## config.mk

```make
export PLATFORM = sky130hd
export DESIGN_NAME = ssi_encoder_slave
export DESIGN_NICKNAME = d
export VERILOG_FILES = /design/src/rtl/ssi_pkg.sv /design/src/rtl/ssi_clk_sync.sv /design/src/rtl/ssi_encoder_slave.sv
export SDC_FILE = /design/constraint.sdc
export NUM_CORES = 1
export LEC_CHECK = 0
export BUFFER_PORTS_ARGS = -buffer_cell sky130_fd_sc_hd__buf_2
export CORE_ASPECT_RATIO = 1.5
export CORE_MARGIN = 1.5
export CORE_UTILIZATION = 30
export DETAILED_ROUTE_END_ITERATION = 16
export GPL_TIMING_DRIVEN = 0
export PLACE_DENSITY = 0.51
export SYNTH_ARGS = -nofsm -noshare
export SYNTH_HDL_FRONTEND = slang
export SYNTH_SLANG_ARGS = --single-unit
```

## constraint.sdc

```tcl
create_clock -name sys_clk -period 1.85 [get_ports sys_clk]
set_input_delay 0.37 -clock sys_clk [delete_from_list [all_inputs] [get_ports sys_clk]]
set_output_delay 0.37 -clock sys_clk [all_outputs]
set_load 0.02 [all_outputs]
```

## src/rtl/ssi_pkg.sv

```systemverilog
// ssi_pkg: shared FSM state type and default parameters for the SSI encoder slave
package ssi_pkg;
    typedef enum logic [1:0] {IDLE, SHIFT, MONO} ssi_state_t;
    localparam int SSI_DATA_WIDTH     = 18;
    localparam int SSI_SYNC_STAGES    = 2;
    localparam int SSI_TIMEOUT_CYCLES = 1000;
endpackage

```

## src/rtl/ssi_clk_sync.sv

```systemverilog
// ssi_clk_sync: SSI clock synchronizer presetting to the idle-high level, with registered edge strobes
module ssi_clk_sync
    import ssi_pkg::*;
#(
    parameter int SYNC_STAGES = SSI_SYNC_STAGES
) (
    input  logic sys_clk,
    input  logic reset,
    input  logic ssi_clk_in,
    output logic level,
    output logic rise,
    output logic fall
);
    logic [SYNC_STAGES-1:0] sync;
    always_ff @(posedge sys_clk) begin
        if (reset) begin
            sync  <= '1;
            level <= 1'b1;
            rise  <= 1'b0;
            fall  <= 1'b0;
        end else begin
            sync  <= {sync[SYNC_STAGES-2:0], ssi_clk_in};
            level <= sync[SYNC_STAGES-1];
            rise  <= sync[SYNC_STAGES-1] & ~level;
            fall  <= ~sync[SYNC_STAGES-1] & level;
        end
    end
endmodule

```

## src/rtl/ssi_encoder_slave.sv

```systemverilog
// ssi_encoder_slave: SSI absolute-encoder emulator shifting a latched position out MSB-first.
// Define SSI_PARITY_EN to append an even-parity bit after the data bits.
module ssi_encoder_slave
    import ssi_pkg::*;
#(
    parameter int DATA_WIDTH     = SSI_DATA_WIDTH,
    parameter int SYNC_STAGES    = SSI_SYNC_STAGES,
    parameter int TIMEOUT_CYCLES = SSI_TIMEOUT_CYCLES
) (
    input  logic                  sys_clk,
    input  logic                  reset,
    input  logic [DATA_WIDTH-1:0] position_in,
    input  logic                  position_valid_in,
    input  logic                  ssi_clk_in,
    output logic                  ssi_data_out,
    output logic                  frame_busy_out,
    output logic                  frame_done_out,
    output logic                  frame_error_out
);
    localparam int BW = $clog2(DATA_WIDTH + 2);
    localparam int TW = $clog2(TIMEOUT_CYCLES + 1);

    ssi_state_t            state_q, state_d;
    logic [DATA_WIDTH-1:0] hold_q, shadow_q, shadow_d, latch_word;
    logic [BW-1:0]         cnt_q, cnt_d;
    logic [TW-1:0]         to_q, to_d;
    logic                  data_q, data_d, done_q, done_d, error_q, error_d;
    logic                  level, rise, fall, timeout;
`ifdef SSI_PARITY_EN
    logic                  par_q, par_d;
`endif

    ssi_clk_sync #(.SYNC_STAGES(SYNC_STAGES)) u_sync (
        .sys_clk   (sys_clk),
        .reset     (reset),
        .ssi_clk_in(ssi_clk_in),
        .level     (level),
        .rise      (rise),
        .fall      (fall)
    );

    // a load coinciding with the latch edge goes straight into the frame
    assign latch_word = position_valid_in ? position_in : hold_q;
    assign timeout    = state_q != IDLE && level && !rise && !fall && to_q == TW'(TIMEOUT_CYCLES - 1);
    assign to_d       = (state_q == IDLE || rise || fall || timeout) ? '0 : level ? to_q + TW'(1) : to_q;

    always_comb begin
        state_d  = state_q;
        data_d   = data_q;
        cnt_d    = cnt_q;
        shadow_d = shadow_q;
        done_d   = 1'b0;
        error_d  = 1'b0;
`ifdef SSI_PARITY_EN
        par_d    = par_q;
`endif
        case (state_q)
            IDLE: begin
                data_d = 1'b1;
                if (fall) begin
                    shadow_d = latch_word;
                    cnt_d    = '0;
                    state_d  = SHIFT;
`ifdef SSI_PARITY_EN
                    par_d    = ^latch_word;
`endif
                end
            end
            SHIFT: begin
                if (timeout) begin
                    error_d = 1'b1;
                    data_d  = 1'b1;
                    state_d = IDLE;
                end else if (rise) begin
                    if (cnt_q < BW'(DATA_WIDTH)) begin
                        data_d   = shadow_q[DATA_WIDTH-1];
                        shadow_d = shadow_q << 1;
                        cnt_d    = cnt_q + BW'(1);
                    end
`ifdef SSI_PARITY_EN
                    else if (cnt_q == BW'(DATA_WIDTH)) begin
                        data_d = par_q;
                        cnt_d  = cnt_q + BW'(1);
                    end
`endif
                    else begin
                        data_d  = 1'b1;
                        state_d = MONO;
                    end
                end
            end
            MONO: begin
                data_d = 1'b1;
                if (timeout) begin
                    done_d  = 1'b1;
                    state_d = IDLE;
                end
            end
            default: begin
                data_d  = 1'b1;
                state_d = IDLE;
            end
        endcase
    end

    always_ff @(posedge sys_clk) begin
        if (reset) begin
            state_q  <= IDLE;
            hold_q   <= '0;
            shadow_q <= '0;
            cnt_q    <= '0;
            to_q     <= '0;
            data_q   <= 1'b1;
            done_q   <= 1'b0;
            error_q  <= 1'b0;
`ifdef SSI_PARITY_EN
            par_q    <= 1'b0;
`endif
        end else begin
            state_q  <= state_d;
            hold_q   <= position_valid_in ? position_in : hold_q;
            shadow_q <= shadow_d;
            cnt_q    <= cnt_d;
            to_q     <= to_d;
            data_q   <= data_d;
            done_q   <= done_d;
            error_q  <= error_d;
`ifdef SSI_PARITY_EN
            par_q    <= par_d;
`endif
        end
    end

    assign ssi_data_out    = data_q;
    assign frame_busy_out  = state_q != IDLE;
    assign frame_done_out  = done_q;
    assign frame_error_out = error_q;
endmodule

```

==> run_results.csv <==
group,metric,value,unit
run_status,run_status,"finished clean",
detailed_routing,routedWlPerCell,11.9,µm
power,power_switching_share,20.7,%
worst_setup_path,crit_path_start_kind,"register",
timing,slew_headroom,68.5,%
detailed_routing,drt-vias-per-instance,4.61,
layout,share_of_the_core_filled_with_cells,38.9,%
placed_design,dpl_cell_area,2730,µm²
worst_setup_path,critical_path_peak_fanout,4,
layout,final_cell_count_no_fill,424,
worst_setup_path,criticalPathCategory,"reg -> reg",
global_route,gr-usage-all-layers,13.2,%
global_route,grt_antenna_before_repair,0,
die,num_rows,40,
timing,layout_worst_path_cycle_share,99.4,%
logic_synthesis,ys.warnings.count,0,
global_route,grt_overflow,0,
logic_synthesis,synth_top_area_cell,"sky130_fd_sc_hd__dfxtp_1",
layout,final_nets,338,
logic_synthesis,synth-compound-area-share,12.7,%
placed_design,placed_cells,407,
detailed_routing,routed_wirelength,5.06,mm
die,die_h,114,µm
logic_synthesis,synth_most_common_cell,"sky130_fd_sc_hd__dfxtp_1",
clock_network,ctsLongestPathBuffers,2,
timing,maxSlewViolCount,0,
clock_network,cts_buffers,9,
logic_synthesis,postSynth.asyncResetShare,0,%
placed_design,dp_hpwl,3.73,mm
die,design.portCount,26,
clock_network,cts.reportedPaths.clkPinSlew,0.05,ns
clock_network,cts_tree,"built",
worst_setup_path,r2r_setup_slack,0.01,ns
clock_network,clock_sink_count,61,
power,post-layout-total-power,3.32,mW
logic_synthesis,synthFlopType,"sky130_fd_sc_hd__dfxtp_1",
die,die_width,76.9,µm
timing,grt_setup_unrepaired,"true",
worst_hold_path,min_delay_worst_endpoint,"u_sync.sync[0]",
power,power.static_leakage,1.22,nW
logic_synthesis,synthXorXnorAreaFrac,3.21,%
global_route,grt_first_pass_wirelength,9.03,mm
worst_setup_path,reg2reg_from,"to_q[1]",
power,comb_power_share,5.1,%
detailed_routing,drt_first_iter_violations,66,
layout,final-seq-area,1230,µm²
logic_synthesis,ys_types,37,
timing,max_freq,544,MHz
worst_setup_path,critical_path_arrival,2.05,ns
flow_run,drv.max_cap_violation_count,0,
timing,finalSetupViolations,0,
logic_synthesis,syn-cell-area,2460,µm²
logic_synthesis,post_synth_fa_ha_maj_area_fraction,1.02,%
die,fp.coreArea,7960,µm²
placed_design,gp_congestion,0.752,
logic_synthesis,fraction_of_synthesized_cell_area_taken_by_the_top_area_cell_type,49.7,%
worst_setup_path,rr_endpoint,"state_q[0]",
worst_setup_path,required,2.06,ns
logic_synthesis,synth_top_cells_by_area,"sky130_fd_sc_hd__dfxtp_1 (50%), sky130_fd_sc_hd__mux2i_1 (7.7%), sky130_fd_sc_hd__nand2_1 (6.7%)",
logic_synthesis,post_synth.cell_area_avg,8.84,µm²
detailed_routing,route.detailed.drc,0,
clock_network,htree_levels,3,
power,p_sw,0.686,mW
placed_design,number_of_port_buffers,24,
worst_hold_path,hold_path.class,"in -> reg",
global_route,grt_max_degree,12,
layout,area_growth,25.9,%
logic_synthesis,edff_count_synth,0,
worst_setup_path,setup.worst_path.end_class,"register",
clock_network,clock_tree.root_cell,"sky130_fd_sc_hd__clkbuf_16",
worst_hold_path,hold-path-cell-count,2,
layout,multi_input_area,1190,µm²
logic_synthesis,muxShareOfSynthArea,8.20,%
power,power.density_cell_area,1070,nW/µm²
power,share_seq_of_total_power,41.1,%
layout,drive_gt1_share,19.7,%
die,floorplan.initialDensity,30.9,%
clock_network,clk_latency_worst_skew_pair,0.32,ns
layout,antenna-diode-count,0,
timing,final.min_clock_period,1.84,ns
layout,final_design_area_no_fill,3090,µm²
logic_synthesis,count_of_state_elements_after_synthesis,61,
worst_setup_path,ff2ff_path_depth,5,
power,clockPowerShare,53.8,%
detailed_routing,firstDrtPassIters,5,
worst_hold_path,hp-start,"ssi_clk_in",
global_route,vias_in_the_first_global_route,1964,
power,ir_worst_vdd,527,µV
power,power_report.internal_total,2.63,mW
logic_synthesis,postSynthNetCount,302,
detailed_routing,vias,1953,
die,floorplan.die_area,8750,µm²
layout,fillerInstances,795,
detailed_routing,antenna_left,0,
logic_synthesis,synth_simple_gate_area_share,21.7,%
logic_synthesis,synth_sequential_area_ratio,49.7,%
logic_synthesis,yosys-top-cells-count,"sky130_fd_sc_hd__dfxtp_1 (61), sky130_fd_sc_hd__nand2_1 (44), sky130_fd_sc_hd__nor2_1 (39), sky130_fd_sc_hd__a21oi_1 (22), sky130_fd_sc_hd__mux2i_1 (19)",
logic_synthesis,netlist_instances,278,
timing,worst_slew_pin_slew,0.473,ns
timing,timing_hold_violations_final,0,
logic_synthesis,main_combinational_cell_family_by_area_after_synthesis,"simple AND/OR/NAND/NOR gates",
timing,skew,0.00570,ns
-- layer usage --
layer  vias up  share of wire, %  track usage (%)  wire length, µm
met1       884                44             13.9             2250
met3         7               4.3             4.96              217
met4         0               2.0             5.93              103
met2        30                49             23.2             2490
li1       1032                 -                -                -
met5         -                 0                0                0
-- placed cells by master (no fill, tap or decap), types with 3 or more instances in the layout --
cell type                   count
sky130_fd_sc_hd__clkbuf_1       5
sky130_fd_sc_hd__o211ai_1      17
sky130_fd_sc_hd__nand4_1        3
sky130_fd_sc_hd__xor2_1         3
sky130_fd_sc_hd__buf_2         26
sky130_fd_sc_hd__dfxtp_1       57
sky130_fd_sc_hd__nor2b_1        3
sky130_fd_sc_hd__nand2_1       44
sky130_fd_sc_hd__nor3_1         5
sky130_fd_sc_hd__xnor2_1        6
sky130_fd_sc_hd__clkbuf_2       6
sky130_fd_sc_hd__dfxtp_2        3
sky130_fd_sc_hd__mux2i_1       19
sky130_fd_sc_hd__or2_2          3
sky130_fd_sc_hd__inv_1          4
sky130_fd_sc_hd__a21oi_1       22
sky130_fd_sc_hd__o21ai_0        3
sky130_fd_sc_hd__nand3_1        6
sky130_fd_sc_hd__clkbuf_16      9
sky130_fd_sc_hd__nor2_1        39
-- repair_timing --
| action | 4_1_cts | 5_1_grt |
|---|---|---|
| pin swaps | 1 | 0 |
| setup buffers | 0 | 1 |
| endpoints found under the hold margin | 0 | 0 |
| endpoints found under the setup margin | 23 | 23 |
| hold buffers | 0 | 0 |
| gates resized for setup | 2 | 13 |
-- worst max-delay path by stage --
| stage | from | end | slack [ns] | depth (start not counted) |
|---|---|---|---|---|
| 2_1_floorplan | to_q[4] | state_q[0] | -0.01 | 4 |
| 3_3_place_gp | to_q[0] | state_q[0] | -0.09 | 5 |
| 4_1_cts | to_q[0] | state_q[0] | -0.01 | 5 |
| 6_report | to_q[1] | state_q[0] | 0.01 | 5 |
| 5_1_grt | to_q[1] | state_q[0] | -0.04 | 5 |
| 3_5_place_dp | to_q[0] | state_q[0] | -0.11 | 5 |
-- sequential cells by signal, summed over array words and instances (netlist names) --
signal / flops
ssi_data_out: 1
to_q: 10
cnt_q: 5
hold_q: 18
u_sync.rise: 1
frame_done_out: 1
shadow_q: 18
u_sync.level: 1
u_sync.sync: 2
state_q: 2
frame_error_out: 1
u_sync.fall: 1
-- stage by stage --
step           setup slack (ns)  TNS (ns)  hold WS [ns]
2_1_floorplan           -0.0149   -0.0149         0.389
3_3_place_gp            -0.0914     -1.03         0.399
3_5_place_dp             -0.106     -1.15         0.412
4_1_cts                 -0.0143   -0.0143         0.225
5_1_grt                 -0.0443   -0.0478         0.237
6_report                 0.0106         0         0.233
-- cell type report --
type,count,area share [%]
clock buffers,10,7.72
flip-flops and latches,61,39.7
plain buffers,16,2.51
inverters,4,0.485
multi-input cells,197,38.4
clock inverters,6,2.79
repair buffers,25,4.12
well taps,105,4.25
-- power by group through the flow --
| stage | sequential, mW | combinational (mW) | clock (mW) |
|---|---|---|---|
| after floorplan | 1.39 | 0.117 | 0 |
| after global routing | 1.37 | 0.195 | 1.90 |
| after detailed placement | 1.39 | 0.171 | 0 |
| after global placement | 1.39 | 0.168 | 0 |
| final | 1.36 | 0.169 | 1.78 |
| after CTS | 1.37 | 0.173 | 1.83 |
-- worst max-delay path, stage by stage, from the launching register on --
cell and delay, ns:
sky130_fd_sc_hd__dfxtp_2 0.36, sky130_fd_sc_hd__ha_4 0.16, sky130_fd_sc_hd__nand3_4 0.08, sky130_fd_sc_hd__or4_4 0.43, sky130_fd_sc_hd__or4_4 0.46, sky130_fd_sc_hd__a32o_1 0.24
-- cell families (layout without fill, tap and decap cells) --
kind of cell | Yosys count | count (layout)
AO/OA/AOI/OAI | 49 | 49
buffers and inverters | 20 | 61
adder cells (fa/ha/maj) | 2 | 2
flip-flops | 61 | 61
AND/OR/NAND/NOR | 117 | 117
multiplexers | 20 | 20
XOR/XNOR | 9 | 9
Power figures use the tool's default switching activity.
